`config.mk`:
```
export PLATFORM = sky130hd
export DESIGN_NAME = uart_rx_cmd_fsm
export DESIGN_NICKNAME = d
export VERILOG_FILES = /design/src/rtl/uart_rx_cmd_fsm.sv
export SDC_FILE = /design/constraint.sdc
export NUM_CORES = 1
export LEC_CHECK = 0
export CAP_MARGIN = 25
export CORE_ASPECT_RATIO = 0.5
export CORE_UTILIZATION = 62
export DETAILED_ROUTE_END_ITERATION = 7
export PLACE_DENSITY_LB_ADDON = 0.05
export SYNTH_ARGS = -nofsm -noshare
export SYNTH_HDL_FRONTEND = slang
export SYNTH_SLANG_ARGS = --single-unit
export TNS_END_PERCENT = 1
```
`constraint.sdc`:
```
create_clock -name clk -period 4.3 [get_ports clk]
set_input_delay 0.86 -clock clk [delete_from_list [all_inputs] [get_ports clk]]
set_output_delay 0.86 -clock clk [all_outputs]
set_load 0.05 [all_outputs]
```
`src/rtl/uart_rx_cmd_fsm.sv`:
```
// 8N1 UART receiver with a 5-byte command packet decoder (header, id, lo, hi, xor checksum).
// Emits checksum-verified commands as one-cycle strobes; aborted packets raise cmd_err with a cause code.
module uart_rx_cmd_fsm #(
   parameter int unsigned CLKS_PER_BIT = 1085,
   parameter int unsigned TIMEOUT_CLKS = 125000,
   parameter logic [7:0]  HEADER       = 8'hA5
) (
   input  logic        clk,
   input  logic        reset,
   input  logic        serial_rx,
   output logic        byte_valid,
   output logic [7:0]  byte_data,
   output logic        cmd_valid,
   output logic [7:0]  cmd_id,
   output logic [15:0] cmd_data,
   output logic        cmd_err,
   output logic [1:0]  err_code
);

   localparam logic [15:0] HALF_LAST = 16'((CLKS_PER_BIT - 1) / 2 - 1);
   localparam logic [15:0] BIT_LAST  = 16'(CLKS_PER_BIT - 1);
   localparam logic [16:0] TMO_LIMIT = 17'(TIMEOUT_CLKS);

   typedef enum logic [2:0] {B_IDLE, B_START, B_DATA, B_STOP, B_BREAK} bit_state_t;
   typedef enum logic [2:0] {P_HDR, P_ID, P_LO, P_HI, P_CHK} pkt_state_t;

   logic        sync1_q, rx_s_q;
   bit_state_t  bit_state_q, bit_state_d;
   logic [15:0] clk_cnt_q, clk_cnt_d;
   logic [2:0]  bit_idx_q, bit_idx_d;
   logic [7:0]  shift_q, shift_d;
   logic        byte_valid_q, byte_valid_d;
   logic [7:0]  byte_data_q, byte_data_d;
   logic        frame_err;

   pkt_state_t  pkt_state_q, pkt_state_d;
   logic [7:0]  id_q, id_d, lo_q, lo_d, hi_q, hi_d;
   logic        cmd_valid_q, cmd_valid_d;
   logic [7:0]  cmd_id_q, cmd_id_d;
   logic [15:0] cmd_data_q, cmd_data_d;
   logic        cmd_err_q, cmd_err_d;
   logic [1:0]  err_code_q, err_code_d;
   logic [16:0] tmo_cnt_q, tmo_cnt_d;

   always_ff @(posedge clk) begin
      if (!reset) begin
         sync1_q      <= 1'b1;
         rx_s_q       <= 1'b1;
         bit_state_q  <= B_IDLE;
         clk_cnt_q    <= '0;
         bit_idx_q    <= '0;
         shift_q      <= '0;
         byte_valid_q <= 1'b0;
         byte_data_q  <= '0;
         pkt_state_q  <= P_HDR;
         id_q         <= '0;
         lo_q         <= '0;
         hi_q         <= '0;
         cmd_valid_q  <= 1'b0;
         cmd_id_q     <= '0;
         cmd_data_q   <= '0;
         cmd_err_q    <= 1'b0;
         err_code_q   <= '0;
         tmo_cnt_q    <= '0;
      end else begin
         sync1_q      <= serial_rx;
         rx_s_q       <= sync1_q;
         bit_state_q  <= bit_state_d;
         clk_cnt_q    <= clk_cnt_d;
         bit_idx_q    <= bit_idx_d;
         shift_q      <= shift_d;
         byte_valid_q <= byte_valid_d;
         byte_data_q  <= byte_data_d;
         pkt_state_q  <= pkt_state_d;
         id_q         <= id_d;
         lo_q         <= lo_d;
         hi_q         <= hi_d;
         cmd_valid_q  <= cmd_valid_d;
         cmd_id_q     <= cmd_id_d;
         cmd_data_q   <= cmd_data_d;
         cmd_err_q    <= cmd_err_d;
         err_code_q   <= err_code_d;
         tmo_cnt_q    <= tmo_cnt_d;
      end
   end

   always_comb begin
      bit_state_d  = bit_state_q;
      clk_cnt_d    = clk_cnt_q + 16'd1;
      bit_idx_d    = bit_idx_q;
      shift_d      = shift_q;
      byte_valid_d = 1'b0;
      byte_data_d  = byte_data_q;
      frame_err    = 1'b0;
      case (bit_state_q)
         B_IDLE: begin
            clk_cnt_d = '0;
            if (!rx_s_q) bit_state_d = B_START;
         end
         B_START: begin
            if (clk_cnt_q == HALF_LAST) begin
               clk_cnt_d   = '0;
               bit_idx_d   = '0;
               bit_state_d = rx_s_q ? B_IDLE : B_DATA;
            end
         end
         B_DATA: begin
            if (clk_cnt_q == BIT_LAST) begin
               clk_cnt_d = '0;
               shift_d   = {rx_s_q, shift_q[7:1]};
               bit_idx_d = bit_idx_q + 3'd1;
               if (bit_idx_q == 3'd7) bit_state_d = B_STOP;
            end
         end
         B_STOP: begin
            if (clk_cnt_q == BIT_LAST) begin
               clk_cnt_d = '0;
               if (rx_s_q) begin
                  byte_valid_d = 1'b1;
                  byte_data_d  = shift_q;
                  bit_state_d  = B_IDLE;
               end else begin
                  frame_err   = 1'b1;
                  bit_state_d = B_BREAK;
               end
            end
         end
         B_BREAK: begin
            clk_cnt_d = '0;
            if (rx_s_q) bit_state_d = B_IDLE;
         end
         default: bit_state_d = B_IDLE;
      endcase
   end

   always_comb begin
      pkt_state_d = pkt_state_q;
      id_d        = id_q;
      lo_d        = lo_q;
      hi_d        = hi_q;
      cmd_valid_d = 1'b0;
      cmd_id_d    = cmd_id_q;
      cmd_data_d  = cmd_data_q;
      cmd_err_d   = 1'b0;
      err_code_d  = err_code_q;
      // The byte_valid cycle counts as the first idle cycle, so the abort
      // strobe lands TIMEOUT_CLKS cycles after the last byte strobe.
      tmo_cnt_d   = byte_valid_q ? 17'd1 : tmo_cnt_q + 17'd1;
      if (byte_valid_q) begin
         case (pkt_state_q)
            P_HDR: if (byte_data_q == HEADER) pkt_state_d = P_ID;
            P_ID: begin
               id_d        = byte_data_q;
               pkt_state_d = P_LO;
            end
            P_LO: begin
               lo_d        = byte_data_q;
               pkt_state_d = P_HI;
            end
            P_HI: begin
               hi_d        = byte_data_q;
               pkt_state_d = P_CHK;
            end
            P_CHK: begin
               if (byte_data_q == (id_q ^ lo_q ^ hi_q)) begin
                  cmd_valid_d = 1'b1;
                  cmd_id_d    = id_q;
                  cmd_data_d  = {hi_q, lo_q};
               end else begin
                  cmd_err_d  = 1'b1;
                  err_code_d = 2'd1;
               end
               pkt_state_d = P_HDR;
            end
            default: pkt_state_d = P_HDR;
         endcase
      end else if (pkt_state_q != P_HDR) begin
         if (frame_err) begin
            cmd_err_d   = 1'b1;
            err_code_d  = 2'd2;
            pkt_state_d = P_HDR;
         end else if (tmo_cnt_d == TMO_LIMIT) begin
            cmd_err_d   = 1'b1;
            err_code_d  = 2'd3;
            pkt_state_d = P_HDR;
         end
      end
      if (pkt_state_d == P_HDR) tmo_cnt_d = '0;
   end

   assign byte_valid = byte_valid_q;
   assign byte_data  = byte_data_q;
   assign cmd_valid  = cmd_valid_q;
   assign cmd_id     = cmd_id_q;
   assign cmd_data   = cmd_data_q;
   assign cmd_err    = cmd_err_q;
   assign err_code   = err_code_q;

endmodule

```
==> impl_metrics.toml <==
[detailed_routing]
met2_length_mm = 4.64
routedWlPerCell_um = 14.5
dr_total_vias = 3746
drt_wl_total_mm = 10.1
firstDrtPassIters = 4
wl_met1_mm = 5.06
drt_iter0_drc = 190
viasPerCell = 5.38
topRoutingLayerUsed = "met4"
drc_errors = 0
met3_length_um = 326
antenna_left = 0

[cts]
clk_root_buffer_cell = "clkbuf_16"
post_cts_buffers = 0
insertion_delay_ns = 0.42
clockBufferDepth = 2
numCtsBuffers = 17
cts_resized = 0
cts.htree.levels = 4
numClockSinks = 113
cts_hold_buffers = 0
cts.clk_slew.worst_paths_ns = 0.05
cts_tree = "done"

[worst_setup_path]
ff2ff_setup_slack_ns = 1.58
worstPathRequired_ns = 4.60
end_kind = "flip-flop"
arrival_ns = 3.03
timing.rr.start = "tmo_cnt_q[0]$_SDFF_PP0_"
path_max_fanout = 16
endpoint = "tmo_cnt_q[6]$_SDFF_PP0_"
crit_start = "tmo_cnt_q[0]$_SDFF_PP0_"
r2r-end = "tmo_cnt_q[6]$_SDFF_PP0_"
r2r_cells = 7
worst_setup_path_start_kind = "flip-flop"
critPathKind = "reg -> reg"

[floorplan]
initial_utilization_pct = 65.4
ios = 40
rows = 22
core_mm2 = 0.00749
dieArea_mm2 = 0.00827
die_w_um = 128
fp.dieH_um = 64.8

[cells_and_area]
seq_area_mm2 = 0.00226
multiInputGateArea_mm2 = 0.00249
num_antenna_cells = 0
nNetsFinal = 584
area_growth_syn_to_layout_pct = 22.1
drive_gt1_share_pct = 7.82
finish.utilization_pct = 79.8
fillerInstances = 506

[power_and_ir_drop]
p_leak_nw = 2.33
p_per_area_mw_per_mm2 = 421
peakVddDrop_uv = 278
total_power_mw = 2.52

[flow_run]
maxCapViolCount = 0

[grt]
grt_antenna_before_repair = 0
grt_max_degree = 70
grt.total_usage_pct = 26.7
grt.overflow.total = 0
grt_pass1_wl_mm = 16.8
grt_pass1_vias = 3501

[logic_synthesis]
synth_edf_count = 0
syn_area_per_cell_um2 = 9.16
yosysSeqAreaShare_pct = 46.2
syn_area_mm2 = 0.00489
syn_nets = 543
netlist_instances = 534
yosysWarnings = 0
yosysUniqueCellTypes = 50
async_flop_share_pct = 0
synth_flop_cell = "dfxtp_1"
synth-seq-cells = 113

[sta]
finalMaxSlewViolations = 0
tightest_slew_ns = 0.958
hold_viol = 0
finalCritPeriodShare_pct = 63.4
fin_worst_skew_ns = 0.00862
holdWs_ns = 0.417
finalCriticalPeriod_ns = 2.72
max_freq_mhz = 367
finalSetupTns_ns = 0
setup_violations = 0
relSlewSlack_pct = 35.9
rsz0062_at_grt = "no"
worst_slack_ns = 1.58

[place]
dpl_worst_slack_ns = 1.58
gp_congestion = 0.864
dp_hpwl_mm = 6.56
io_buffer_count = 39

[hold_path]
holdCritPathClass = "reg -> reg"
worstHoldStart = "sync1_q$_SDFF_PN1_"

[run_status]
outcome = "complete, no violations"
==> sequential cells by signal, summed over array words and instances, names as in the netlist, 8 cells and up <==
name / cells
tmo_cnt_q: 17
cmd_id: 8
hi_q: 8
shift_q: 8
lo_q: 8
clk_cnt_q: 16
cmd_data: 16
byte_data: 8
id_q: 8
==> through the flow <==
stage | cell area, um2 | std cells
CTS | 5970 | 696
detailed placement | 5360 | 664
global placement | 5360 | 663
finish | 5970 | 696
floorplan | 4890 | 534
global route | 5970 | 696
==> metal layers <==
metal,up-vias,global-route usage (%)
met1,1766,34.0
met5,-,0
met4,0,13.4
met3,14,7.02
met2,56,42.6
li1,1910,-
==> final cells by class <==
cell class,count,area share (%)
Timing Repair Buffer,45,7.25
Sequential cell,113,37.9
Multi-Input combinational cell,388,41.7
Inverter,10,0.628
Clock inverter,12,2.64
Clock buffer,20,7.64
Tap cell,108,2.26
==> cells in the final DEF, fill, tap and decap left out, drive strengths merged, types with 2 or more instances in the layout <==
master / count
o221ai: 2
and3: 7
o22ai: 2
clkinv: 5
nor2b: 2
xnor2: 30
clkinvlp: 3
buf: 6
ha: 6
xor2: 24
nor4b: 2
dfxtp: 113
nand2b: 4
clkdlybuf4s50: 39
nand2: 44
inv: 11
nor4: 8
or2: 2
mux2i: 57
nor4bb: 2
nor3: 14
o21ai: 8
or3: 4
clkbuf: 20
nor3b: 2
nor2: 101
and3b: 2
nand4: 8
a21oi: 17
nand3: 18
bufinv: 3
and4: 3
o211ai: 4
==> how the worst min path moves through the flow <==
stage                     slack, ns  depth (start not counted)                 to
after detailed placement       0.40                          1  rx_s_q$_SDFF_PN1_
after global placement         0.39                          1  rx_s_q$_SDFF_PN1_
after CTS                      0.42                          1  rx_s_q$_SDFF_PN1_
final                          0.42                          1  rx_s_q$_SDFF_PN1_
after global routing           0.45                          1  rx_s_q$_SDFF_PN1_
after floorplan                0.39                          1  rx_s_q$_SDFF_PN1_
==> Yosys cell counts (2+ instances only) <==
cell,n,area (um2)
o221ai_1,2,17.5
nor2_1,101,379
dfxtp_1,113,2260
o22ai_1,2,12.5
nor4bb_1,2,20.0
clkbuf_1,16,60.1
o21ai_0,8,40.0
xnor2_1,30,263
nand3_1,17,85.1
nor4_1,7,43.8
ha_1,6,75.1
and3b_1,2,17.5
nor3_1,14,70.1
inv_1,9,33.8
or2_2,2,12.5
and4_1,3,26.3
o211ai_1,3,22.5
nand2_1,44,165
nor3b_1,2,15.0
nor4b_1,2,17.5
nor2b_1,2,12.5
nand2b_1,4,25.0
xor2_1,24,210
and3_1,7,43.8
nand4_1,7,43.8
a21oi_1,17,85.1
mux2i_1,57,571
or3_1,4,25.0
buf_2,6,30.0
==> where the power goes <==
part | switching [mW] | total [mW] | internal [mW]
registers | 0.00198 | 1.05 | 1.05
clock network | 0.500 | 1.44 | 0.942
logic | 0.0163 | 0.0220 | 0.00562
total | 0.518 | 2.52 | 2.00
==> logic make-up after synthesis <==
logic type,Yosys count,share of synthesized area (%)
simple gates,229,22.5
flops,113,46.2
mux,57,11.7
xor+xnor,54,9.66
compound gates,42,5.60
buf+inv,33,2.84
fa+ha+maj,6,1.53
==> worst max-delay path, cell delays in order, from the launching register on <==
cell and delay [ns]:
dfxtp_1 0.40, ha_1 0.32, nand3_4 0.17, nor4_2 0.33
xnor2_1 0.14, or4_4 0.58, o211ai_4 0.44, o21ba_2 0.23
No activity file was read; power rests on OpenSTA's default activity.
